`src/rtl/mul_div_unit.sv`:
```
// mul_div_unit: iterative unsigned multiply / divide unit for the multi-cycle
// MUL/DIV instructions. Operands come straight from the register file read
// ports. The result and write strobe are shaped to drive the register file
// write port directly.
//
// Ports:
//   clk, rst        rising-edge clock, synchronous active-high reset
//   start           request, sampled only while idle
//   op              0 = multiply, 1 = divide (captured with start)
//   operand_a       multiplicand / dividend
//   operand_b       multiplier / divisor
//   dest            destination register index (captured with start)
//   busy            high whenever an operation is in flight
//   done            one-cycle completion pulse (register_write)
//   write_address   captured dest, held until the next completion
//   result_lo       product[W-1:0] or quotient (write_data)
//   result_hi       product[2W-1:W] or remainder
//   div_by_zero     divide with zero divisor; held until the next accepted start
//
// state  | meaning
// -------+-------------------------------------------------------------
// S_IDLE | waiting for start; results from the last operation held
// S_RUN  | one shift-add / restoring-divide iteration per cycle
// S_DONE | done asserted for exactly one cycle, results valid

module mul_div_unit #(
   parameter int WIDTH = 16
) (
   input  logic             clk,
   input  logic             rst,
   input  logic             start,
   input  logic             op,
   input  logic [WIDTH-1:0] operand_a,
   input  logic [WIDTH-1:0] operand_b,
   input  logic [2:0]       dest,
   output logic             busy,
   output logic             done,
   output logic [2:0]       write_address,
   output logic [WIDTH-1:0] result_lo,
   output logic [WIDTH-1:0] result_hi,
   output logic             div_by_zero
);

   localparam int CW = $clog2(WIDTH) + 1;
   localparam logic [CW-1:0] CNT_LAST = CW'(WIDTH - 1);

   typedef enum logic [1:0] {
      S_IDLE = 2'd0,
      S_RUN  = 2'd1,
      S_DONE = 2'd2
   } state_t;

   state_t state_q, state_d;

   logic               op_q;
   logic [WIDTH-1:0]   a_q;
   logic [WIDTH-1:0]   b_q;
   logic [2:0]         dest_q;
   logic [CW-1:0]      cnt_q;
   // Multiply: full product accumulator.
   // Divide: {partial remainder, dividend shifting out MSB-first / quotient shifting in}.
   logic [2*WIDTH-1:0] work_q;

   logic               start_dbz;
   logic [2*WIDTH-1:0] mul_addend;
   logic [2*WIDTH-1:0] mul_next;
   logic [WIDTH:0]     div_shifted;
   logic [WIDTH+1:0]   div_diff;
   logic               div_ge;
   logic [WIDTH-1:0]   div_rem_next;
   logic [2*WIDTH-1:0] div_next;
   logic [2*WIDTH-1:0] work_next;

   assign start_dbz = op && (operand_b == '0);

   // ---------------------------------------------------------------
   // FSM
   // ---------------------------------------------------------------
   always_ff @(posedge clk) begin
      if (rst) state_q <= S_IDLE;
      else     state_q <= state_d;
   end

   always_comb begin
      state_d = state_q;
      case (state_q)
         S_IDLE: begin
            if (start) state_d = start_dbz ? S_DONE : S_RUN;
         end
         S_RUN: begin
            if (cnt_q == CNT_LAST) state_d = S_DONE;
         end
         S_DONE:  state_d = S_IDLE;
         default: state_d = S_IDLE;
      endcase
   end

   assign busy = (state_q != S_IDLE);
   assign done = (state_q == S_DONE);

   // ---------------------------------------------------------------
   // Iteration datapath
   // ---------------------------------------------------------------
   always_comb begin
      mul_addend = {{WIDTH{1'b0}}, a_q} << cnt_q;
      mul_next   = work_q + (b_q[cnt_q[CW-2:0]] ? mul_addend : '0);

      // Bring down the next dividend bit and try a 17-bit subtract; the
      // extra top bit of div_diff is the borrow.
      div_shifted  = {work_q[2*WIDTH-1:WIDTH], work_q[WIDTH-1]};
      div_diff     = {1'b0, div_shifted} - {2'b00, b_q};
      div_ge       = ~div_diff[WIDTH+1];
      div_rem_next = div_ge ? div_diff[WIDTH-1:0] : div_shifted[WIDTH-1:0];
      div_next     = {div_rem_next, work_q[WIDTH-2:0], div_ge};

      work_next = op_q ? div_next : mul_next;
   end

   always_ff @(posedge clk) begin
      if (rst) begin
         op_q          <= 1'b0;
         a_q           <= '0;
         b_q           <= '0;
         dest_q        <= '0;
         cnt_q         <= '0;
         work_q        <= '0;
         write_address <= '0;
         result_lo     <= '0;
         result_hi     <= '0;
         div_by_zero   <= 1'b0;
      end else begin
         case (state_q)
            S_IDLE: begin
               if (start) begin
                  op_q        <= op;
                  a_q         <= operand_a;
                  b_q         <= operand_b;
                  dest_q      <= dest;
                  cnt_q       <= '0;
                  work_q      <= op ? {{WIDTH{1'b0}}, operand_a} : '0;
                  div_by_zero <= 1'b0;
                  // Zero divisor skips RUN, so results load on this edge.
                  if (start_dbz) begin
                     result_lo     <= '1;
                     result_hi     <= operand_a;
                     write_address <= dest;
                     div_by_zero   <= 1'b1;
                  end
               end
            end
            S_RUN: begin
               work_q <= work_next;
               cnt_q  <= cnt_q + 1'b1;
               if (cnt_q == CNT_LAST) begin
                  result_lo     <= work_next[WIDTH-1:0];
                  result_hi     <= work_next[2*WIDTH-1:WIDTH];
                  write_address <= dest_q;
               end
            end
            default: ;
         endcase
      end
   end

endmodule

```
`config.mk`:
```
export PLATFORM = sky130hd
export DESIGN_NAME = mul_div_unit
export DESIGN_NICKNAME = d
export VERILOG_FILES = /design/src/rtl/mul_div_unit.sv
export SDC_FILE = /design/constraint.sdc
export NUM_CORES = 1
export LEC_CHECK = 0
export ABC_CLOCK_PERIOD_IN_PS = 5800
export CORE_ASPECT_RATIO = 0.9
export CORE_MARGIN = 2
export CORE_UTILIZATION = 59
export CTS_BUF_LIST = sky130_fd_sc_hd__clkbuf_8 sky130_fd_sc_hd__clkbuf_16
export DETAILED_ROUTE_END_ITERATION = 16
export PLACE_DENSITY = 0.82
export SYNTH_ARGS = -nofsm -noshare
export SYNTH_HDL_FRONTEND = slang
export SYNTH_SLANG_ARGS = --single-unit
```
`constraint.sdc`:
```
create_clock -name clk -period 5.8 [get_ports clk]
set_clock_uncertainty 0.15 [all_clocks]
set_input_delay 1.16 -clock clk [delete_from_list [all_inputs] [get_ports clk]]
set_output_delay 1.16 -clock clk [all_outputs]
set_load 0.02 [all_outputs]
```
==> results of run 1 <==
[critical path: stages (launching register included)]
cell	delay [ns]
dfxtp_1	0.44
buf_4	0.29
mux4_2	0.54
o211ai_2	0.17
o21ai_2	0.10
nand2b_1	0.29
nand2b_1	0.25
nor2_1	0.19
ha_1	0.29
a211oi_1	0.35
o31ai_2	0.16
o211ai_1	0.25
a21oi_1	0.17
a21boi_1	0.36
o221a_2	0.30
mux2_2	0.34
a22oi_1	0.21
a211oi_1	0.12
[power by group through the flow]
stage / clock [W] / sequential, W / combinational, W
floorplan: 0 / 0.000826 / 0.000332
global placement: 0 / 0.000838 / 0.000446
detailed placement: 0 / 0.000839 / 0.000450
CTS: 0.000668 / 0.000821 / 0.000453
global route: 0.000690 / 0.000826 / 0.000506
finish: 0.000662 / 0.000822 / 0.000465
[layout by cell type, fill, tap and decap left out, types with 9 or more instances in the layout]
cell	n
a31oi_1	9
nor2b_1	11
nor3_1	17
o211ai_1	13
inv_1	34
mux2i_1	22
ha_1	49
nor2_1	134
a211oi_1	47
nand2_1	180
nand3_1	24
mux2_2	14
clkbuf_16	9
a21oi_1	126
and3_1	12
dfxtp_1	110
clkdlybuf4s50_1	75
a311oi_1	24
a21o_1	18
o21ai_0	42
buf_4	15
xor2_1	17
xnor2_1	18
[through the flow]
stage                     hold slack, ns  instance area, sq um  cells
final                             0.3125                  9520   1357
after global routing              0.3334                  9520   1357
after CTS                         0.3150                  9520   1357
after detailed placement          0.3014                  9201   1341
after global placement            0.2929                  9201   1341
after floorplan                   0.2863                  8413   1137
[sequential cells by signal, indices dropped and copies added, names as in the netlist]
register and flops:
a_q 16, op_q 1, write_address 3, b_q 16
div_by_zero 1, result_lo 16, result_hi 16, dest_q 3
cnt_q 5, state_q 2, work_q 32
[synth_stat cells (4+ instances only)]
cell type and n:
a211oi_1 47, mux2_2 14, and2_1 6, xor2_1 17, o22ai_1 6, nand4_1 7
dfxtp_1 111, clkbuf_1 62, and3_1 12, o21a_1 4, o211a_1 4, nor3_1 17
o21ai_0 42, o211ai_1 13, buf_1 10, nand2_1 182, nand3_1 24, ha_1 49
a21o_1 18, mux2i_1 22, o22a_1 4, nand3b_1 4, mux4_2 7, or3_1 8
a311oi_1 24, a21oi_1 126, a22oi_1 8, nor2b_1 12, a31oi_1 9, nand2b_1 5
inv_1 34, o41ai_1 4, nor4_1 5, a311o_1 4, nor2_1 134, xnor2_1 18
[worst paths after layout]
kind | from | end | cells after the start
worst max register to register | cnt_q[0] | result_hi[13] | 17
worst min-delay path | dest_q[2] | dest_q[2] | 2
worst max-delay path | cnt_q[0] | result_hi[13] | 17
worst min register to register | dest_q[2] | dest_q[2] | 2
[metal layers]
layer	vias to the layer above	track usage, %	wire (um)
li1	4148	-	-
met1	4043	49.70	11680
met2	470	52.39	11310
met3	57	7.364	2600
met4	0	15.05	1080
met5	-	0	0
[area by class of cell]
type,count,share of cell area [%]
Multi-Input combinational cell,910,60.23
Timing Repair Buffer,90,9.068
Inverter,37,1.459
Tap cell,193,2.536
Clock inverter,7,0.9857
Sequential cell,111,23.35
Clock buffer,9,2.366
[kinds of logic (layout without fill, tap and decap cells)]
group	after synthesis	in the layout	share of synthesized area, %
AND/OR/NAND/NOR	430	430	22.37
AO/OA/AOI/OAI	350	350	27.69
flip-flops	111	111	26.41
adder cells (fa/ha/maj)	51	51	7.763
multiplexers	43	43	6.365
buffers and inverters	116	143	5.562
XOR/XNOR	36	36	3.837
==> impl_metrics.ini, run 1 <==
[placed_design]
gp_congestion = 1.042
dp_slack_ns = 0.7746
io_buffers = 76
hpwl_um = 20020

[critical_path]
cp_max_fo = 21
cp-start-kind = flip-flop
end_kind = flip-flop
r2r_setup_slack_ns = 0.71
path_class = flip-flop to flip-flop
worstPathRequired_ns = 5.88
arrival_ns = 5.17

[clocking]
cts_buffer_depth = 2
cts.repair.resized = 0
numClockSinks = 111
cts_buffers = 9
clk-insertion-delay-late_ns = 0.37
holdBufCountCts = 0
cts_setup_buffers = 0
clk_pin_slew_ns = 0.09
cts_root_buf = clkbuf_16
htreeDepth = 3
cts_tree = built

[status]
status = complete, no violations

[power_and_ir_drop]
ir_worst_vdd_mv = 0.1684
netSwitchingFraction_pct = 34.25
pwr-share-comb_pct = 23.9
pwr-share-clk_pct = 33.9
pwr-share-seq_pct = 42.2
p_leak_nw = 3.600
pwr_density_cell_nw_per_um2 = 204.7
p_total_w = 0.001949
power.internal_w = 0.001281
power_switching_w = 0.0006676

[synth]
syn_area_per_cell_sq_um = 7.399
ys_async_sr_fraction_pct = 0
synth_top_area_share_pct = 26.41
yosysSeqAreaShare_pct = 26.41
yosysWarnings = 0
synth-edff-count = 0
synth_fp_nets = 1227
ys_types = 73
syn_area_sq_um = 8413
ys_top_cells_by_area = dfxtp_1 26%, nand2_1 8.1%, a21oi_1 7.5%
yosysTopAreaCell = dfxtp_1
ys_ff_latch = 111
synth_cells = 1137
synth_ff_type = dfxtp_1

[sta]
fmax_mhz = 196.3
fin_ws_ns = 0.7068
max-slew-margin-rel_pct = 30.98
hold_viol = 0
setup_violations = 0
worstMarginPinSlew_ns = 1.032
tns_ns = 0
drv_slew = 0
rsz0062_at_grt = false
min_period_ns = 5.093
fin_crit_sh_pct = 87.81

[floorplan]
placeableCoreArea_sq_um = 13950
initial_core_util_pct = 60.29
io_pins = 77
rows = 41
die_y_um = 117.3
dieArea_sq_um = 15230
die_w_um = 129.9

[routing]
finalWirelength_um = 26670
ant_nets = 0
avgViaCountPerCell = 6.424
dr.pass1.iters = 6
vias = 8718
avgRoutedWirePerCell_um = 19.65
drc = 0
drtIter0Drc = 1085

[global_route]
grt-ovfl-total = 0
grt_pass1_vias = 7746
grt_max_degree = 74
grt_pass1_wl_um = 41320
antenna_found_initial = 0
track_usage_pct = 35.27

[layout]
fin_nets = 1249
diodes = 0
multi_input_area_sq_um = 5734
drive_gt1_share_pct = 6.701
areaGrowthSynthToFinish_pct = 13.16
fillCellCount = 1260
utilization_pct = 68.23
seq_area_sq_um = 2223

[worst_hold_path]
min_path_type = flip-flop to flip-flop

[job]
maxCapViolations = 0
No activity file was read; power rests on OpenSTA's default activity.
==> inputs of run 2 (changes only) <==
--- a/config.mk
+++ b/config.mk
@@ -7,9 +7,9 @@
 export LEC_CHECK = 0
 export ABC_CLOCK_PERIOD_IN_PS = 5800
 export CORE_ASPECT_RATIO = 0.9
-export CORE_MARGIN = 2
 export CORE_UTILIZATION = 59
 export CTS_BUF_LIST = sky130_fd_sc_hd__clkbuf_8 sky130_fd_sc_hd__clkbuf_16
+export CTS_CLUSTER_SIZE = 30
 export DETAILED_ROUTE_END_ITERATION = 16
 export PLACE_DENSITY = 0.82
 export SYNTH_ARGS = -nofsm -noshare
==> impl_metrics.ini, run 2 (same netlist as run 1, synthesis figures left out) <==
[clocking]
cts_root_buf = clkbuf_16
holdBufCountCts = 0
numClockSinks = 111
cts.repair.resized = 0
cts_tree = built
clk_pin_slew_ns = 0.09
clk-insertion-delay-late_ns = 0.37
htreeDepth = 3
cts_setup_buffers = 0
cts_buffers = 9
cts_buffer_depth = 2

[sta]
fin_crit_sh_pct = 87.89
tns_ns = 0
min_period_ns = 5.097
max-slew-margin-rel_pct = 16.81
setup_violations = 0
worstMarginPinSlew_ns = 1.243
hold_viol = 0
drv_slew = 0
rsz0062_at_grt = false
fmax_mhz = 196.2

[job]
maxCapViolations = 0

[critical_path]
path_delay_family = compound AO/OA/AOI/OAI gates
cp_max_fo = 21
critPathBufInv = 1
path_class = flip-flop to flip-flop
arrival_ns = 5.18
end_kind = flip-flop
worstPathRequired_ns = 5.88
path_cells = buf_4 > mux4_2 > o211ai_2 > o21ai_2 > nand2b_1 > nand2b_1 > nor2_1 > ha_1 > a211oi_1 > o31ai_2 > o211ai_1 > a21oi_1 > a21boi_1 > o221a_2 > mux2_2 > a22oi_1 > a211oi_1
cp-start-kind = flip-flop
r2r_setup_slack_ns = 0.70
cpPeakStageDelay_ns = 0.55
cpMaxStageDelayCell = mux4_2

[global_route]
grt_pass1_wl_um = 40650
track_usage_pct = 35.62
grt_pass1_vias = 7534
grt-ovfl-total = 0
grt_max_degree = 63
antenna_found_initial = 0

[power_and_ir_drop]
pwr-share-seq_pct = 42.1
pwr-share-comb_pct = 23.7
pwr-share-clk_pct = 34.2
power_switching_w = 0.0006730
ir_worst_vdd_mv = 0.1729
netSwitchingFraction_pct = 34.43
power.internal_w = 0.001282
pwr_density_cell_nw_per_um2 = 205.8
p_leak_nw = 3.585

[routing]
wl_met3_um = 2656
met2_length_um = 11040
avgViaCountPerCell = 6.366
wl_met1_um = 11530
top_layer_used = met4
avgRoutedWirePerCell_um = 19.40
dr.pass1.iters = 6
ant_nets = 0
drc = 0
finalWirelength_um = 26270
vias = 8620
drtIter0Drc = 970

[floorplan]
die_w_um = 127.9
initial_core_util_pct = 60.29
dieArea_sq_um = 14740
rows = 41
die_y_um = 115.3
placeableCoreArea_sq_um = 13950
io_pins = 77

[layout]
largest_register = work_q
largest_reg_flops = 32
fin_nets = 1246
final_common_cell = nand2_1
final_cell_mix = 180 x nand2_1, 134 x nor2_1, 126 x a21oi_1, 110 x dfxtp_1, 75 x clkdlybuf4s50_1
fillCellCount = 1204
utilization_pct = 68.09
areaGrowthSynthToFinish_pct = 12.92
diodes = 0
drive_gt1_share_pct = 6.460

[status]
status = complete, no violations

[placed_design]
gp_congestion = 1.006
hpwl_um = 19650
io_buffers = 76

[worst_hold_path]
min_path_type = flip-flop to flip-flop
==> run 2: changes by cell type in the layout (fill, tap and decap cells not counted), sizes merged <==
cell	previous run	this run
buf	15	12
==> run 2: layer usage <==
layer,up-vias,track usage (%)
met3,60,7.166
met4,0,14.20
met2,423,53.22
met1,3997,50.22
met5,-,0
li1,4140,-
==> run 2: area by class of cell <==
cell class	count	area, sq um	share of cell area [%]
inverter	37	138.9	1.462
clock inverter	7	96.34	1.014
tap	193	241.5	2.542
timing repair buffer	87	840.8	8.850
clock buffer	9	225.2	2.371
sequential	111	2223	23.40
multi-input combinational	910	5734	60.36
==> run 2: worst paths after layout <==
| kind | from | cells after the start | end |
|---|---|---|---|
| min reg2reg | b_q[2] | 2 | b_q[2] |
| min | b_q[2] | 2 | b_q[2] |
| max | cnt_q[0] | 17 | result_hi[13] |
| max reg2reg | cnt_q[0] | 17 | result_hi[13] |
==> run 2: worst reg2reg max path, delay by kind of cell, from the launching register on <==
kind / cells / cell delay (ns)
and+or+nand+nor: 3 / 0.75
buffers and inverters: 1 / 0.29
muxes: 2 / 0.90
DFF: 1 / 0.45
adders and majority gates: 1 / 0.28
AOI/OAI and AO/OA: 10 / 2.11
==> run 2: power groups by stage <==
stage          combinational (W)  clock, W  sequential, W
6_report                0.000464  0.000668       0.000823
3_5_place_dp            0.000448         0       0.000839
4_1_cts                 0.000452  0.000668       0.000822
2_1_floorplan           0.000332         0       0.000826
3_3_place_gp            0.000445         0       0.000838
5_1_grt                 0.000502  0.000690       0.000826
==> run 2: metrics by stage <==
stage	total power [W]	hold WS (ns)	setup slack [ns]	area (sq um)	std cells
global route	0.002019	0.3306	0.3387	9500	1354
detailed placement	0.001287	0.2975	0.7780	9179	1338
CTS	0.001941	0.3094	0.7362	9500	1354
global placement	0.001283	0.2921	0.9102	9179	1338
floorplan	0.001158	0.2863	1.363	8413	1137
finish	0.001955	0.3059	0.7026	9500	1354
==> inputs of run 3 (changes only) <==
--- a/config.mk
+++ b/config.mk
@@ -9,9 +9,9 @@
 export CORE_ASPECT_RATIO = 0.9
 export CORE_UTILIZATION = 59
 export CTS_BUF_LIST = sky130_fd_sc_hd__clkbuf_8 sky130_fd_sc_hd__clkbuf_16
-export CTS_CLUSTER_SIZE = 30
 export DETAILED_ROUTE_END_ITERATION = 16
 export PLACE_DENSITY = 0.82
+export SKIP_LAST_GASP = 1
 export SYNTH_ARGS = -nofsm -noshare
 export SYNTH_HDL_FRONTEND = slang
 export SYNTH_SLANG_ARGS = --single-unit
==> results of run 3 <==
Same layout as run 2: the final DEF is identical, and so are final timing and power.
